File: config.mk
export PLATFORM = sky130hd
export DESIGN_NAME = motor_drive_sequencer
export DESIGN_NICKNAME = d
export VERILOG_FILES = /design/src/rtl/motor_seq_pkg.sv /design/src/rtl/pwm_timebase.sv /design/src/rtl/motor_drive_sequencer.sv
export SDC_FILE = /design/constraint.sdc
export NUM_CORES = 1
export LEC_CHECK = 0
export CAP_MARGIN = 20
export CORE_AREA = 2 2 108 110
export DETAILED_ROUTE_END_ITERATION = 12
export DIE_AREA = 0 0 110 112
export SETUP_SLACK_MARGIN = 0.02
export SLEW_MARGIN = 20
export SYNTH_ARGS = -nofsm -noshare
export SYNTH_HDL_FRONTEND = slang
export SYNTH_SLANG_ARGS = --single-unit
File: constraint.sdc
create_clock -name clk -period 6 [get_ports clk]
set_input_delay 0.9 -clock clk [delete_from_list [all_inputs] [get_ports clk]]
set_output_delay 0.9 -clock clk [all_outputs]
set_load 0.01 [all_outputs]
File: src/rtl/motor_seq_pkg.sv
// Shared definitions for the motor drive sequencer.
//   state_e    : sequencer states
//   *_DEF      : default parameter values for the top level
//   DEAD_CNT_W : dead-time counter width for the default DEAD_PER
package motor_seq_pkg;

    typedef enum logic [2:0] {
        ST_IDLE,
        ST_RUN,
        ST_BRAKE,
        ST_DEAD,
        ST_FAULT
    } state_e;

    localparam int DUTY_W_DEF    = 8;
    localparam int PRESCALE_DEF  = 78;
    localparam int RAMP_STEP_DEF = 16;
    localparam int DEAD_PER_DEF  = 4;
    localparam int DEAD_CNT_W    = $clog2(DEAD_PER_DEF + 1);

endpackage

File: src/rtl/pwm_timebase.sv
// PWM timebase: a prescaler dividing clk down to PWM counts, and a free
// running DUTY_W-bit PWM counter.
//   clk, reset  : system clock, async active-high reset
//   pwm_cnt     : current PWM count, 0 .. 2**DUTY_W-1
//   period_tick : high for the single clk cycle whose edge wraps pwm_cnt to 0
module pwm_timebase #(
    parameter int DUTY_W   = 8,
    parameter int PRESCALE = 78
) (
    input  logic              clk,
    input  logic              reset,
    output logic [DUTY_W-1:0] pwm_cnt,
    output logic              period_tick
);

    localparam int PS_W = (PRESCALE > 1) ? $clog2(PRESCALE) : 1;
    localparam logic [PS_W-1:0] PS_MAX = PS_W'(PRESCALE - 1);

    logic [PS_W-1:0]   presc_q, presc_d;
    logic [DUTY_W-1:0] cnt_q, cnt_d;
    logic              presc_wrap;

    always_comb begin
        presc_wrap  = (presc_q == PS_MAX);
        presc_d     = presc_wrap ? '0 : presc_q + PS_W'(1);
        // pwm count wraps naturally at 2**DUTY_W
        cnt_d       = presc_wrap ? cnt_q + DUTY_W'(1) : cnt_q;
        period_tick = presc_wrap && (cnt_q == '1);
    end

    always_ff @(posedge clk or posedge reset) begin
        if (reset) begin
            presc_q <= '0;
            cnt_q   <= '0;
        end else begin
            presc_q <= presc_d;
            cnt_q   <= cnt_d;
        end
    end

    assign pwm_cnt = cnt_q;

endmodule

File: src/rtl/motor_drive_sequencer.sv
// Motor H-bridge drive sequencer. Takes (duty, direction) set-points over a
// valid/ready handshake, slews the applied duty once per PWM period, and
// reverses safely: ramp down, hold EN low for DEAD_PER periods, flip DIR,
// ramp up. estop forces FAULT with EN low.
//   cmd_valid/cmd_ready/cmd_duty/cmd_dir : set-point handshake
//   estop       : level emergency stop
//   EN, DIR     : H-bridge drive pins (EN registered)
//   duty_cur    : duty currently applied
//   busy        : reversal in progress (BRAKE or DEAD)
//   fault       : in FAULT
//   period_tick : one-cycle pulse at PWM counter wrap
module motor_drive_sequencer
    import motor_seq_pkg::*;
#(
    parameter int DUTY_W    = DUTY_W_DEF,
    parameter int PRESCALE  = PRESCALE_DEF,
    parameter int RAMP_STEP = RAMP_STEP_DEF,
    parameter int DEAD_PER  = DEAD_PER_DEF
) (
    input  logic              clk,
    input  logic              reset,
    input  logic              cmd_valid,
    output logic              cmd_ready,
    input  logic [DUTY_W-1:0] cmd_duty,
    input  logic              cmd_dir,
    input  logic              estop,
    output logic              EN,
    output logic              DIR,
    output logic [DUTY_W-1:0] duty_cur,
    output logic              busy,
    output logic              fault,
    output logic              period_tick
);

    localparam int DCW = $clog2(DEAD_PER + 1);
    localparam logic [DCW-1:0]  DEAD_LAST = DCW'(DEAD_PER - 1);
    localparam logic [DUTY_W:0] STEP      = (DUTY_W + 1)'(RAMP_STEP);

    state_e            state_q, state_d;
    logic [DUTY_W-1:0] tgt_duty_q, tgt_duty_d;
    logic              tgt_dir_q, tgt_dir_d;
    logic [DUTY_W-1:0] duty_q, duty_d;
    logic              dir_q, dir_d;
    logic [DCW-1:0]    dead_q, dead_d;
    logic              en_q, en_d;
    logic [DUTY_W-1:0] pwm_cnt;
    logic              accept;

    pwm_timebase #(.DUTY_W(DUTY_W), .PRESCALE(PRESCALE)) u_timebase (
        .clk        (clk),
        .reset      (reset),
        .pwm_cnt    (pwm_cnt),
        .period_tick(period_tick)
    );

    // One slew step toward tgt, computed one bit wider so neither the
    // upward add nor the downward subtract can wrap.
    function automatic logic [DUTY_W-1:0] slew(input logic [DUTY_W-1:0] cur,
                                               input logic [DUTY_W-1:0] tgt);
        logic [DUTY_W:0] up;
        logic [DUTY_W:0] lim;
        up  = {1'b0, cur} + STEP;
        lim = {1'b0, tgt} + STEP;
        if (cur < tgt)
            slew = (up > {1'b0, tgt}) ? tgt : up[DUTY_W-1:0];
        else if (lim <= {1'b0, cur})
            slew = cur - STEP[DUTY_W-1:0];
        else
            slew = tgt;
    endfunction

    assign cmd_ready = (state_q == ST_IDLE) || (state_q == ST_RUN) || (state_q == ST_FAULT);
    assign accept    = cmd_valid && cmd_ready;

    always_comb begin
        state_d    = state_q;
        tgt_duty_d = tgt_duty_q;
        tgt_dir_d  = tgt_dir_q;
        duty_d     = duty_q;
        dir_d      = dir_q;
        dead_d     = dead_q;

        if (estop) begin
            state_d    = ST_FAULT;
            duty_d     = '0;
            tgt_duty_d = '0;
            dead_d     = '0;
        end else begin
            unique case (state_q)
                ST_IDLE: begin
                    duty_d = '0;
                    if (accept) begin
                        tgt_duty_d = cmd_duty;
                        tgt_dir_d  = cmd_dir;
                        if (cmd_dir != dir_q) begin
                            state_d = ST_DEAD;
                            dead_d  = '0;
                        end else if (cmd_duty != '0) begin
                            state_d = ST_RUN;
                        end
                    end
                end
                ST_RUN: begin
                    // slew uses the target held before any same-cycle accept
                    if (period_tick)
                        duty_d = slew(duty_q, tgt_duty_q);
                    if (accept) begin
                        tgt_duty_d = cmd_duty;
                        tgt_dir_d  = cmd_dir;
                        if (cmd_dir != dir_q) begin
                            if (duty_q == '0) begin
                                // already stopped: hold 0 even if a tick would ramp
                                state_d = ST_DEAD;
                                dead_d  = '0;
                                duty_d  = '0;
                            end else begin
                                state_d = ST_BRAKE;
                            end
                        end
                    end else if (duty_q == '0 && tgt_duty_q == '0) begin
                        state_d = ST_IDLE;
                    end
                end
                ST_BRAKE: begin
                    if (period_tick)
                        duty_d = slew(duty_q, '0);
                    if (duty_q == '0) begin
                        state_d = ST_DEAD;
                        dead_d  = '0;
                    end
                end
                ST_DEAD: begin
                    if (period_tick) begin
                        if (dead_q == DEAD_LAST) begin
                            dead_d  = '0;
                            dir_d   = tgt_dir_q;
                            state_d = (tgt_duty_q != '0) ? ST_RUN : ST_IDLE;
                        end else begin
                            dead_d = dead_q + DCW'(1);
                        end
                    end
                end
                ST_FAULT: begin
                    // set-points are swallowed; only a zero-duty command clears
                    duty_d = '0;
                    if (accept && cmd_duty == '0)
                        state_d = ST_IDLE;
                end
                default: state_d = ST_IDLE;
            endcase
        end

        en_d = (pwm_cnt < duty_q) && (state_q != ST_FAULT) && !estop;
    end

    always_ff @(posedge clk or posedge reset) begin
        if (reset) begin
            state_q    <= ST_IDLE;
            tgt_duty_q <= '0;
            tgt_dir_q  <= 1'b0;
            duty_q     <= '0;
            dir_q      <= 1'b0;
            dead_q     <= '0;
            en_q       <= 1'b0;
        end else begin
            state_q    <= state_d;
            tgt_duty_q <= tgt_duty_d;
            tgt_dir_q  <= tgt_dir_d;
            duty_q     <= duty_d;
            dir_q      <= dir_d;
            dead_q     <= dead_d;
            en_q       <= en_d;
        end
    end

    assign EN       = en_q;
    assign DIR      = dir_q;
    assign duty_cur = duty_q;
    assign busy     = (state_q == ST_BRAKE) || (state_q == ST_DEAD);
    assign fault    = (state_q == ST_FAULT);

endmodule
Word-level counts from Yosys, hierarchy flattened

Cells that the tools add are included.

Bits in registers: 40
Latch bits: 0
Bits in writable memories: 0
Memory bits (read-only): 0
Output and inout bits: 14
Logic and storage cells: 112
Memories kept: 0

Add/sub/neg operators: 6
Multiply operators: 0
Div/mod/pow operators: 0
Order comparisons: 7
Equal/unequal tests: 21
Shifts and indexed selects: 0
Mux-type cells: 40
Bitwise logic cells: 1
Reduce and logical (&&, ||, !) cells: 28

Operator list:

| operator                                                      | number |
|---|---|
| 2-to-1 mux 8 bit                                              | 15 |
| 2-to-1 mux 3 bit                                              | 19 |
| zero test 8 bit                                               | 3 |
| case mux 8 bit (3 select lines)                               | 1 |
| inequality test 3 bit, second input constant                  | 7 |
| adder 8 x 5 -> 9 bit, second input constant                   | 2 |
| less-than comparator 8 bit                                    | 2 |
| nonzero test 8 bit                                            | 2 |
| case mux 3 bit (5 select lines)                               | 1 |
| case mux 3 bit (4 select lines)                               | 1 |
| == test 3 x 2 -> 1 bit, second input constant                 | 3 |
| greater-than comparator 9 x 1 -> 1 bit, second input constant | 1 |
| greater-than comparator 9 x 8 -> 1 bit                        | 1 |
| <= comparator 9 x 8 -> 1 bit                                  | 1 |
| inequality test 3 x 2 -> 1 bit, second input constant         | 3 |
| adder 8 x 1 -> 8 bit, second input constant                   | 1 |
| == test 8 bit, second input constant                          | 1 |
| <= comparator 5 x 8 -> 1 bit, first input constant            | 1 |
| less-than comparator 8 x 1 -> 1 bit, second input constant    | 1 |
| inequality test 4 x 3 -> 1 bit, second input constant         | 2 |
| AND reduction 8 bit                                           | 1 |
| subtractor 8 x 5 -> 8 bit, second input constant              | 1 |
| adder 7 x 1 -> 7 bit, second input constant                   | 1 |
| == test 7 bit, second input constant                          | 1 |
| other kinds (20)                                              | 31 |

Depth between registers and ports, before layout

Depth after elaboration: 10
Mapped depth: 11

Modules after synthesis

A second synthesis with hierarchy kept.

Cells, all modules: 356
Area total of the unflattened synthesis: 3218.1 um2

By module, submodules not included:

| module                | instances | cells an instance | area an instance (um2) | seq. area each (um2) |
|---|---|---|---|---|
| motor_drive_sequencer | 1         | 298               | 2508.7                 | 625.6 |
| pwm_timebase          | 1         | 58                | 709.4                  | 375.4 |

Worst setup path after synthesis

Ideal clock, no wire load.

Kind: reg2reg
From: register duty_q[6] (netlist: duty_cur[6])
To: register duty_q[6] (netlist: duty_cur[6])
Arrival time: 2.447 ns
Path slack: 3.450 ns
Stages on the path, launching flop included: 12
Path buffers: 1
Clock period less this slack: 2.550 ns
Cell sequence: dfrtp_1 > clkbuf_1 > nand3_1 > xnor2_1 > ha_1 > nand3_1 > nor3_1 > a21oi_1 > a211oi_4 > or2_4 > nor2_1 > o41ai_2

Cells in the longest elaborated chain, start to end: 10

Ends and longest elaborated chain:

| item                                   | RTL line                     | source |
|---|---|---|
| from (decl)                            | motor_drive_sequencer.sv:42  | `logic [DUTY_W-1:0] duty_q, duty_d;` |
| from (signal assigned)                 | motor_drive_sequencer.sv:169 | `duty_q <= duty_d;` |
| adder 8 x 5 -> 9 bit                   | motor_drive_sequencer.sv:62  | `up = {1'b0, cur} + STEP;` |
| greater-than comparator 9 x 8 -> 1 bit | motor_drive_sequencer.sv:65  | `slew = (up > {1'b0, tgt}) ? tgt : up[DUTY_W-1:0];` |
| 2-to-1 mux 8 bit                       | motor_drive_sequencer.sv:65  |  |
| 2-to-1 mux 8 bit                       | motor_drive_sequencer.sv:64  | `if (cur < tgt)` |
| 2-to-1 mux 8 bit                       | motor_drive_sequencer.sv:105 | `if (period_tick)` |
| 2-to-1 mux 8 bit                       | motor_drive_sequencer.sv:111 | `if (duty_q == '0) begin` |
| 2-to-1 mux 8 bit                       | motor_drive_sequencer.sv:110 | `if (cmd_dir != dir_q) begin` |
| 2-to-1 mux 8 bit                       | motor_drive_sequencer.sv:107 | `if (accept) begin` |
| case mux 8 bit (3 select lines) (*)    | motor_drive_sequencer.sv:89  | `unique case (state_q)` |
| 2-to-1 mux 8 bit (*)                   | motor_drive_sequencer.sv:83  | `if (estop) begin` |

Mark *: on every way between the ends. The rest lies on a longest branch, timed or not. The select of a mux whose other input is x is not followed.
A chain may end at the register's enable or synchronous reset.

Worst setup path after layout

From: register u_timebase.presc_q[1]
To: output period_tick

Cells in the longest elaborated chain, start to end: 2

Ends and longest elaborated chain:

| item                   | RTL line                    | source |
|---|---|---|
| from (decl)            | pwm_timebase.sv:19          | `logic [PS_W-1:0] presc_q, presc_d;` |
| from (signal assigned) | pwm_timebase.sv:36          | `presc_q <= presc_d;` |
| == test 7 bit          | pwm_timebase.sv:24          | `presc_wrap = (presc_q == PS_MAX);` |
| logical AND 1 bit      | pwm_timebase.sv:28          | `period_tick = presc_wrap && (cnt_q == '1);` |
| to (decl)              | motor_drive_sequencer.sv:32 | `output logic period_tick` |

Every way passes these cells.

==> run metrics <==
Synth top area share 32.8%; P&R area growth vs syn 19.2%; crit path time final about 3.5 ns; core area roughly 11,000 um^2; R2R Path Start duty_cur[4]; antenna viol nets, final 0; GPL Wtd Cong around 0.83; Leak ~1.6 nW; final number of setup-violating endpoints 0; share of layout cells above drive strength 1 about 9.1%; H-tree Lvls 2; HPWL Detailed 5.72 mm; VDD IR max 0.134 mV; starting density of the core 27.3%; FF-to-FF End duty_cur[6]; die area ~12,000 um^2; TritonCTS Buffers 5; Worst R2R Path Depth 10; Crit. End Element primary output; FP Rows 39; CP Max Fanout 12; crit-path cells inv_1 > ha_1 > nand2_1 > nor4_4 > nand4_2 > inv_1 > clkdlybuf4s50_1; initial antenna violation count 0; die span in x 110 um; global-route wire length before repair around 12 mm; met2 wire len 3.69 mm; max cap viols 0; DRT Pass-1 Iters 4; number of synthesized flops with an enable pin 0; DRC errors left 0; syn_area_per_cell ~9.3 um^2; #FFs+latches synth 40; Mapped Cells 329; DIE HEIGHT between 100 and 150 um; I/O pin cnt 27; CTS Hold Buffers Added 0; most frequent CP cell inv_1; cell taking the most area after synthesis dfrtp_1; final hold vios 0; Post-CTS Setup Inserts 0; DRT met1 WL 3.30 mm; ys async rst share 100%; routed wire length between 7 and 8 mm; clock-pin slew on the worst setup and hold paths around 0.060 ns; end point of the critical path period_tick; largest net degree at the start of global routing approximately 40; pre-CTS WS 2.74 ns; CP Class register to primary output; total inserted antenna cells 0; Slew @ Worst Pin roughly 0.75 ns; Clock Tree Buf Depth 2; Slew HR 49.5%; Avg WL per Cell 14.8 um; crit path DAT around 2.6 ns; Hold Crit Class register to register; Syn Std Cell Area between 3000 and 4000 um^2; Port Buffers 26; final net count roughly 400; Root Driver clkbuf_16; max incr delay on CP 0.58 ns; top sig layer met4; ys flop type dfrtp_1; post-synthesis sequential area ratio between 30% and 40%; unrepaired setup endpoints after global routing false; Final TNS setup 0 ns; PnR worst setup slack ~2.5 ns; GRT Total Usage roughly an eighth; status finished, final reports clean; drt via density 5.03; R2R setup slack approximately 3.0 ns; Critical Path RT roughly 5.1 ns; slowest stage cell, crit path nor4_4; FILL cells roughly 1,100; GR Overflow Total 0; syn_nets around 380; CTS-repair resized insts 0; clock skew just over 0.01 ns; clk sinks 40; Tcrit/Tclk final between 50% and 60%; most frequent cells in the layout dfrtp_1, nor2_1, ha_1; Clock Latency Late Sink between 0.2 and 0.3 ns; Yosys cell types 66; vias in the first global route about 2,500; top cells by area, synth dfrtp_1, ha_1, nor2_1, inv_1, a21oi_1; Met3 Wirelength between 200 and 250 um; via count ~2,500; startpoint types register; DRT iter0 DRCs between 150 and 200; CP startpoint u_timebase.presc_q[1]; max-slew violation count 0; CTS tree done; most common cell after layout, fill and taps aside dfrtp_1; Cell Pwr Density about 200 nW/um^2; Synth Warn # 0; fmax 284 MHz
[flip-flops by register name (all words and copies together), names as in the netlist]
name,cells
EN,1
u_timebase.pwm_cnt,8
dead_q,3
DIR,1
u_timebase.presc_q,7
tgt_dir_q,1
duty_cur,8
tgt_duty_q,8
state_q,3
[layer usage]
layer | global-route usage, % | vias to the layer above
met4 | 3.46 | 0
met5 | 0 | -
met3 | 2.40 | 6
met2 | 21.3 | 44
li1 | - | 1244
met1 | 16.3 | 1203
[how the worst min path moves through the flow]
stage	from	endpoint	slack (ns)	cells past startpoint
floorplan	dead_q[2]	dead_q[2]	0.45	1
global placement	dead_q[2]	dead_q[2]	0.46	1
detailed placement	dead_q[2]	dead_q[2]	0.48	1
CTS	u_timebase.pwm_cnt[5]	u_timebase.pwm_cnt[5]	0.50	1
global route	dead_q[2]	dead_q[2]	0.52	1
finish	u_timebase.pwm_cnt[5]	u_timebase.pwm_cnt[5]	0.50	1
[synth_stat cells, types with 3 or more instances]
master,instances
dfrtp_1,40
nor2_1,37
xor2_1,9
xnor2_1,9
nand2b_1,6
o21ai_1,4
inv_1,26
nor3b_1,3
nand2_1,10
clkbuf_1,6
nor2b_1,3
a22o_1,5
a21o_1,8
o31ai_1,3
or3_1,3
o21ai_0,9
nand4_1,7
a2bb2oi_1,3
nand3_1,9
ha_1,35
a21oi_1,19
nor3_1,8
mux2_2,5
a211oi_1,4
[stage by stage]
stage / total power, mW / instances / utilization (%) / instance area, um^2 / hold WS (ns)
finish: 0.727 / 496 / 32.5 / 3630 / 0.496
detailed placement: 0.391 / 489 / 30.9 / 3450 / 0.485
global route: 0.759 / 496 / 32.5 / 3630 / 0.522
global placement: 0.389 / 489 / 30.9 / 3450 / 0.461
floorplan: 0.359 / 329 / - / 3050 / 0.449
CTS: 0.736 / 496 / 32.5 / 3630 / 0.498
[power breakdown]
part	leakage, nW	internal (mW)	switching [mW]
clock network	0.0899	0.236	0.106
registers	0.538	0.272	0.00436
logic	0.948	0.0482	0.0607
[kinds of logic after synthesis]
family | count (synthesis) | share of synthesized area [%]
AO/OA/AOI/OAI | 83 | 19.9
multiplexers | 6 | 2.17
adder cells (fa/ha/maj) | 35 | 14.4
AND/OR/NAND/NOR | 111 | 20.8
buffers and inverters | 36 | 4.76
flip-flops | 40 | 32.8
XOR/XNOR | 18 | 5.17
[critical path: cells and delay by family (launching register included)]
kind | cells | cell delay (ns)
and+or+nand+nor | 3 | 0.93
buffers and inverters | 3 | 0.85
DFF | 1 | 0.41
adders and majority gates | 1 | 0.15
[layout make-up]
class,instances,area (um^2),area share [%]
Timing Repair Buffer,27,268,7.37
Clock buffer,5,125,3.44
Sequential cell,40,1000,27.5
Inverter,26,97.6,2.69
Multi-Input combinational cell,253,1900,52.4
Tap cell,143,179,4.92
Clock inverter,2,60.1,1.65
Note: power is estimated with default switching activity, not from simulation.
